## src/rtl/program_loader_if.sv

```systemverilog
`default_nettype none
// ============================================================================
// Module      : program_loader_if
// Description : Byte-stream input plus instruction-memory write port of the
//               program loader.
// Revision    : 1.0
// ============================================================================
interface program_loader_if #(
    parameter int ADDR_W = 8,
    parameter int WORD_W = 15
);
    logic              in_valid;
    logic [7:0]        in_data;
    logic              in_ready;
    logic              im_we;
    logic [ADDR_W-1:0] im_addr;
    logic [WORD_W-1:0] im_wdata;

    // Loader side: consumes the stream, drives the memory write port.
    modport slave (
        input  in_valid,
        input  in_data,
        output in_ready,
        output im_we,
        output im_addr,
        output im_wdata
    );

    // Source/memory side.
    modport master (
        output in_valid,
        output in_data,
        input  in_ready,
        input  im_we,
        input  im_addr,
        input  im_wdata
    );
endinterface
`default_nettype wire

```

## src/rtl/program_loader.sv

```systemverilog
`default_nettype none
// ============================================================================
// Module      : program_loader
// Description : Fills instruction memory from a byte stream, verifies an XOR
//               checksum and releases the CPU once the load is complete.
// Revision    : 1.0
// ============================================================================
module program_loader #(
    parameter int ADDR_W = 8,
    parameter int WORD_W = 15
) (
    input  wire logic              clk,
    input  wire logic              rst_n,
    input  wire logic              start,
    program_loader_if.slave        bus,
    output logic                   busy,
    output logic                   done,
    output logic                   err,
    output logic                   cpu_run,
    output logic [ADDR_W:0]        word_count
);

    typedef enum logic [2:0] {
        S_IDLE = 3'd0,
        S_LEN  = 3'd1,
        S_HI   = 3'd2,
        S_LO   = 3'd3,
        S_WR   = 3'd4,
        S_CSUM = 3'd5,
        S_DONE = 3'd6
    } state_t;

    state_t            state_q,    state_d;
    logic [7:0]        n_q,        n_d;
    logic [6:0]        hi_q,       hi_d;
    logic [7:0]        chk_q,      chk_d;
    logic              err_q,      err_d;
    logic [ADDR_W-1:0] addr_q,     addr_d;
    logic [ADDR_W:0]   count_q,    count_d;
    logic [WORD_W-1:0] wdata_q,    wdata_d;
    logic              we_q,       we_d;
    logic              in_ready_q, in_ready_d;
    logic              busy_q,     busy_d;
    logic              done_q,     done_d;
    logic              cpu_run_q,  cpu_run_d;

    logic              xfer;
    logic [ADDR_W:0]   count_inc;

    assign xfer      = bus.in_valid && in_ready_q;
    assign count_inc = count_q + 1'b1;

    always_comb begin
        state_d = state_q;
        n_d     = n_q;
        hi_d    = hi_q;
        chk_d   = chk_q;
        err_d   = err_q;
        addr_d  = addr_q;
        count_d = count_q;
        wdata_d = wdata_q;
        we_d    = 1'b0;

        case (state_q)
            S_IDLE, S_DONE: begin
                if (start) begin
                    state_d = S_LEN;
                    count_d = '0;
                    addr_d  = '0;
                    chk_d   = '0;
                    err_d   = 1'b0;
                end
            end
            S_LEN: begin
                if (xfer) begin
                    n_d     = bus.in_data;
                    chk_d   = bus.in_data;
                    state_d = (bus.in_data == 8'd0) ? S_CSUM : S_HI;
                end
            end
            S_HI: begin
                if (xfer) begin
                    // Opcode MSB is dropped from the word but still checksummed.
                    hi_d    = bus.in_data[6:0];
                    chk_d   = chk_q ^ bus.in_data;
                    state_d = S_LO;
                end
            end
            S_LO: begin
                if (xfer) begin
                    chk_d   = chk_q ^ bus.in_data;
                    wdata_d = {hi_q, bus.in_data};
                    we_d    = 1'b1;
                    state_d = S_WR;
                end
            end
            S_WR: begin
                // Write strobe is active this cycle; advance past the word.
                addr_d  = addr_q + 1'b1;
                count_d = count_inc;
                state_d = (count_inc == (ADDR_W+1)'(n_q)) ? S_CSUM : S_HI;
            end
            S_CSUM: begin
                if (xfer) begin
                    err_d   = (bus.in_data != chk_q);
                    state_d = S_DONE;
                end
            end
            default: state_d = S_IDLE;
        endcase

        // Status outputs are registered from the next state so they change
        // on the same edge as the state itself.
        in_ready_d = (state_d == S_LEN) || (state_d == S_HI) ||
                     (state_d == S_LO)  || (state_d == S_CSUM);
        busy_d     = in_ready_d || (state_d == S_WR);
        done_d     = (state_d == S_DONE);
        cpu_run_d  = done_d && !err_d;
    end

    always_ff @(posedge clk or negedge rst_n) begin
        if (!rst_n) begin
            state_q    <= S_IDLE;
            n_q        <= '0;
            hi_q       <= '0;
            chk_q      <= '0;
            err_q      <= 1'b0;
            addr_q     <= '0;
            count_q    <= '0;
            wdata_q    <= '0;
            we_q       <= 1'b0;
            in_ready_q <= 1'b0;
            busy_q     <= 1'b0;
            done_q     <= 1'b0;
            cpu_run_q  <= 1'b0;
        end else begin
            state_q    <= state_d;
            n_q        <= n_d;
            hi_q       <= hi_d;
            chk_q      <= chk_d;
            err_q      <= err_d;
            addr_q     <= addr_d;
            count_q    <= count_d;
            wdata_q    <= wdata_d;
            we_q       <= we_d;
            in_ready_q <= in_ready_d;
            busy_q     <= busy_d;
            done_q     <= done_d;
            cpu_run_q  <= cpu_run_d;
        end
    end

    assign bus.in_ready = in_ready_q;
    assign bus.im_we    = we_q;
    assign bus.im_addr  = addr_q;
    assign bus.im_wdata = wdata_q;
    assign busy         = busy_q;
    assign done         = done_q;
    assign err          = err_q;
    assign cpu_run      = cpu_run_q;
    assign word_count   = count_q;

endmodule
`default_nettype wire

```

## src/flat_wrapper.sv

```systemverilog
// flat-port wrapper written by rule: the top's interface ports become plain ports
module program_loader_flat 
#(
    parameter int ADDR_W = 8,
    parameter int WORD_W = 15
)
  (clk, rst_n, start, busy, done, err, cpu_run, word_count, bus_in_valid, bus_in_data, bus_in_ready, bus_im_we, bus_im_addr, bus_im_wdata);
  program_loader_if #(.ADDR_W(ADDR_W), .WORD_W(WORD_W)) bus_i ();
  input  wire logic clk;
  input  wire logic rst_n;
  input  wire logic start;
  output logic busy;
  output logic done;
  output logic err;
  output logic cpu_run;
  output logic [ADDR_W:0] word_count;
  input wire logic [$bits(bus_i.in_valid)-1:0] bus_in_valid;
  input wire logic [$bits(bus_i.in_data)-1:0] bus_in_data;
  output wire logic [$bits(bus_i.in_ready)-1:0] bus_in_ready;
  output wire logic [$bits(bus_i.im_we)-1:0] bus_im_we;
  output wire logic [$bits(bus_i.im_addr)-1:0] bus_im_addr;
  output wire logic [$bits(bus_i.im_wdata)-1:0] bus_im_wdata;
  assign bus_i.in_valid = bus_in_valid;
  assign bus_i.in_data = bus_in_data;
  assign bus_in_ready = bus_i.in_ready;
  assign bus_im_we = bus_i.im_we;
  assign bus_im_addr = bus_i.im_addr;
  assign bus_im_wdata = bus_i.im_wdata;
  program_loader #(.ADDR_W(ADDR_W), .WORD_W(WORD_W)) u_core (.clk(clk), .rst_n(rst_n), .start(start), .bus(bus_i), .busy(busy), .done(done), .err(err), .cpu_run(cpu_run), .word_count(word_count));
endmodule
```

## config.mk

```make
export PLATFORM = sky130hd
export DESIGN_NAME = program_loader_flat
export DESIGN_NICKNAME = d
export VERILOG_FILES = /design/src/rtl/program_loader_if.sv /design/src/rtl/program_loader.sv /design/src/flat_wrapper.sv
export SDC_FILE = /design/constraint.sdc
export NUM_CORES = 1
export LEC_CHECK = 0
export CORE_ASPECT_RATIO = 1.1
export CORE_UTILIZATION = 56
export CTS_BUF_LIST = sky130_fd_sc_hd__clkbuf_4
export DETAILED_ROUTE_END_ITERATION = 16
export GPL_TIMING_DRIVEN = 0
export PLACE_DENSITY_LB_ADDON = 0.25
export SLEW_MARGIN = 20
export SYNTH_ARGS = -nofsm -noshare
export SYNTH_HDL_FRONTEND = slang
export SYNTH_SLANG_ARGS = --single-unit
```

## constraint.sdc

```tcl
create_clock -name clk -period 2.95 [get_ports clk]
set_clock_uncertainty 0.15 [all_clocks]
set_input_delay 0.59 -clock clk [delete_from_list [all_inputs] [get_ports clk]]
set_output_delay 0.59 -clock clk [all_outputs]
set_load 0.01 [all_outputs]
```

==> impl_metrics.prom <==
# TYPE chip_impl_metric gauge
chip_impl_info{name="cp-end-kind",value="register"} 1
chip_impl_metric{name="async_set_or_reset_flop_fraction_in_the_synthesized_netlist",unit=""} 1.000
chip_impl_metric{name="cts_max_path_buffers",unit=""} 2
chip_impl_metric{name="drtPass1Iterations",unit=""} 5
chip_impl_metric{name="power.static_leakage",unit="nW"} 1.735
chip_impl_metric{name="synth_sequential_area_ratio",unit=""} 0.4746
chip_impl_metric{name="cts.sinks",unit=""} 64
chip_impl_metric{name="clock.fmax",unit="MHz"} 372.3
chip_impl_info{name="layout.cells.most_common_list",value="dfrtp_1 (64), clkdlybuf4s50_1 (48), o21ai_0 (33)"} 1
chip_impl_metric{name="layout.cells.non_filler",unit=""} 469
chip_impl_metric{name="route.vias.total",unit=""} 2819
chip_impl_metric{name="clk-insertion-delay-late",unit="ps"} 420
chip_impl_metric{name="grt_max_degree",unit=""} 47
chip_impl_metric{name="tritoncts.num_buffers",unit=""} 9
chip_impl_metric{name="io_buffers",unit=""} 49
chip_impl_metric{name="route.detailed.wl_per_inst",unit="um"} 15.85
chip_impl_metric{name="clk_pin_slew",unit="ps"} 120
chip_impl_metric{name="fin_nets",unit=""} 402
chip_impl_metric{name="fillers",unit=""} 460
chip_impl_metric{name="post_cts_buffers",unit=""} 0
chip_impl_info{name="run_status",value="finished clean"} 1
chip_impl_info{name="ctsRootBufferMaster",value="clkbuf_4"} 1
chip_impl_metric{name="flow.area_growth_from_synthesis",unit="%"} 23.25
chip_impl_metric{name="final_min_period_over_clock_period",unit=""} 0.9105
chip_impl_metric{name="power.net_switching",unit="mW"} 1.318
chip_impl_metric{name="swShare",unit=""} 0.3580
chip_impl_metric{name="hold_ws",unit="ps"} 339.5
chip_impl_info{name="grt_setup_unrepaired",value="no"} 1
chip_impl_metric{name="grt_pass1_vias",unit=""} 2675
chip_impl_metric{name="drt_drc_violations_left",unit=""} 0
chip_impl_metric{name="crit_fanout",unit=""} 10
chip_impl_info{name="tritoncts",value="done"} 1
chip_impl_metric{name="number_of_diodes_added_for_antenna_fixing",unit=""} 0
chip_impl_info{name="top_ff_cell_synth",value="dfrtp_1"} 1
chip_impl_metric{name="overall_die_width",unit="um"} 76.02
chip_impl_metric{name="post-place-cells",unit=""} 452
chip_impl_metric{name="gr-usage-all-layers",unit=""} 0.2538
chip_impl_metric{name="drt_iter0_drc",unit=""} 251
chip_impl_metric{name="chipHeight",unit="um"} 83.42
chip_impl_metric{name="drt-vias-per-instance",unit=""} 6.011
chip_impl_metric{name="worst_pin_slew",unit="ps"} 651.0
chip_impl_metric{name="core.rowCount",unit=""} 29
chip_impl_metric{name="initial_antenna_violation_count",unit=""} 0
chip_impl_metric{name="cap_viol_max_count",unit=""} 0
chip_impl_metric{name="synthDistinctLibCells",unit=""} 55
chip_impl_metric{name="cell_internal_power",unit="mW"} 2.363
chip_impl_metric{name="initial_core_util",unit=""} 0.5812
chip_impl_metric{name="postRouteAntennaNets",unit=""} 0
chip_impl_metric{name="power.density_cell_area",unit="nW/um2"} 885.0
chip_impl_metric{name="finalWirelength",unit="mm"} 7.432
chip_impl_metric{name="wl_met2",unit="mm"} 3.677
chip_impl_metric{name="final_period_minus_worst_setup_slack",unit="ps"} 2686
chip_impl_metric{name="die_area",unit="um2"} 6341
chip_impl_metric{name="drive_above_1_share",unit=""} 0.1735
chip_impl_metric{name="reg2reg_depth",unit=""} 9
chip_impl_metric{name="globalplace.congestion",unit=""} 0.9050
chip_impl_metric{name="maxSlewHeadroom",unit=""} 0.5644
chip_impl_metric{name="remaining_overflow_grt",unit=""} 0
chip_impl_metric{name="synth-edff-count",unit=""} 0
chip_impl_metric{name="timing.critical_path.required",unit="ps"} 3080
chip_impl_metric{name="wl_met1",unit="mm"} 3.203
chip_impl_metric{name="ir_drop",unit="mV"} 0.5457
chip_impl_info{name="type_of_the_worst_setup_path",value="reg2reg"} 1
chip_impl_metric{name="clockPowerShare",unit=""} 0.184
chip_impl_metric{name="post_synth.cell_area_avg",unit="um2"} 10.38
chip_impl_metric{name="boundaryPins",unit=""} 50
chip_impl_info{name="most_common_library_cell_in_the_layout_ignoring_fill_and_taps",value="dfrtp_1"} 1
chip_impl_metric{name="netlist_instances",unit=""} 325
chip_impl_metric{name="finalInstanceArea",unit="um2"} 4159
chip_impl_metric{name="wl_met3",unit="um"} 359
chip_impl_info{name="critical_path.startpoint_type",value="register"} 1
chip_impl_metric{name="syn_nets",unit=""} 340
chip_impl_metric{name="synth_warnings",unit=""} 0
chip_impl_metric{name="dpl-instance-area",unit="um2"} 3986
chip_impl_metric{name="worst-endpoint-arrival",unit="ps"} 2810
chip_impl_metric{name="report.final.slew_viol_count",unit=""} 0
chip_impl_metric{name="cts.htree.levels",unit=""} 3
chip_impl_metric{name="core_area",unit="um2"} 5806
chip_impl_metric{name="dp_hpwl",unit="mm"} 5.284
chip_impl_metric{name="first_pass_grt_wire_length",unit="mm"} 12.66
chip_impl_metric{name="synth_seq_cells",unit=""} 64
chip_impl_metric{name="cell_area_after_technology_mapping",unit="um2"} 3374
chip_impl_info{name="hold_path_class",value="reg2reg"} 1
chip_impl_metric{name="final_hold_fails",unit=""} 0
chip_impl_metric{name="whs_path_depth",unit=""} 1
chip_impl_info{name="top_layer",value="met4"} 1
chip_impl_metric{name="register_share_of_total_power",unit=""} 0.384
chip_impl_metric{name="final-setup-viol-count",unit=""} 0
chip_impl_metric{name="power",unit="mW"} 3.681
chip_impl_metric{name="comb_power_share",unit=""} 0.432
-- critical path: stages (launching register included) --
cell	delay (ps)
dfrtp_1	440
buf_2	260
clkinv_1	240
ha_1	260
inv_1	230
a21oi_1	130
o21ai_2	310
buf_2	290
o21a_1	140
o21ai_0	80
-- path summary, 6_finish.rpt --
path | from | endpoint | slack, ps
worst min-delay path | u_core.bus.im_addr[7] | u_core.bus.im_addr[7] | 340
min in group asynchronous | rst_n | u_core.bus.im_addr[2] | 420
worst min register to register | u_core.bus.im_addr[7] | u_core.bus.im_addr[7] | 340
max in group asynchronous | rst_n | u_core.chk_q[2] | 1710
worst max register to register | u_core.state_q[2] | u_core.chk_q[6] | 260
worst max-delay path | u_core.state_q[2] | u_core.chk_q[6] | 260
-- stage by stage --
stage	util	setup TNS [ps]	setup WS, ps
after floorplan	-	0	722.6
after global placement	0.6823	-56910	-894.4
after detailed placement	0.6866	0	98.23
after CTS	0.7157	0	172.7
after global routing	0.7164	0	48.80
final	0.7164	0	264.2
-- repair_timing --
action | in CTS | in global routing
endpoints found under the hold margin | 18 | 0
gates resized for setup | 0 | 1
endpoints found under the setup margin | 0 | 8
hold buffers | 1 | 0
-- state kept, by name, indices dropped and copies added (netlist names), 3 cells and up --
register,count
u_core.bus.im_wdata,15
u_core.word_count,9
u_core.bus.im_addr,8
u_core.chk_q,8
u_core.n_q,8
u_core.hi_q,7
u_core.state_q,3
-- power groups by stage --
stage / Combinational, mW / Sequential [mW] / Clock [mW]
CTS: 1.58 / 1.41 / 0.687
finish: 1.59 / 1.41 / 0.678
global placement: 1.52 / 1.41 / 0
detailed placement: 1.58 / 1.43 / 0
floorplan: 0.967 / 1.45 / 0
global route: 1.74 / 1.46 / 0.722
-- per-layer routing --
| layer | vias up | GRT usage |
|---|---|---|
| met4 | 0 | 0.1066 |
| met1 | 1383 | 0.3217 |
| li1 | 1328 | - |
| met2 | 88 | 0.4207 |
| met3 | 20 | 0.05495 |
| met5 | - | 0 |
-- cell type report --
type	instances	area, um2	share of cell area
Multi-Input combinational cell	239	1669	0.4013
Sequential cell	64	1602	0.3851
Timing Repair Buffer	51	525.5	0.1264
Tap cell	77	96.34	0.02316
Buffer	18	92.59	0.02226
Clock inverter	6	83.83	0.02016
Clock buffer	10	75.07	0.01805
Inverter	4	15.01	0.003610
-- cell usage after synthesis (2+ instances only) --
master,number,share of area
mux2_2,31,0.10
buf_4,2,0.0044
o32ai_1,2,0.0052
and3_1,3,0.0056
and3_2,2,0.0044
o221ai_1,2,0.0052
ha_1,3,0.011
nor2_1,13,0.014
o21ai_1,3,0.0044
o21bai_1,2,0.0044
and2b_1,2,0.0044
nand2_1,18,0.020
nand4_1,5,0.0093
a311oi_1,2,0.0052
xnor2_1,6,0.016
mux2i_1,4,0.012
and2_1,4,0.0074
inv_1,3,0.0033
nor2b_1,2,0.0037
clkbuf_1,7,0.0078
nor3b_1,3,0.0067
nor3_2,2,0.0059
nand2b_1,19,0.035
nand3_1,15,0.022
a31oi_1,4,0.0074
a22oi_1,8,0.018
o21ai_0,33,0.049
xor2_1,5,0.013
a21oi_1,11,0.016
or3_1,2,0.0037
o21a_1,8,0.018
o31ai_1,3,0.0067
nor4_1,3,0.0056
nand3b_1,2,0.0044
dfrtp_1,64,0.47
buf_2,8,0.012
-- logic make-up after synthesis --
logic type,synth area share
adder cells (fa/ha/maj),0.01112
XOR/XNOR,0.02855
AND/OR/NAND/NOR,0.1698
flip-flops,0.4746
buffers and inverters,0.03189
multiplexers,0.1153
AO/OA/AOI/OAI,0.1687
(Power assumes the default switching activity.)
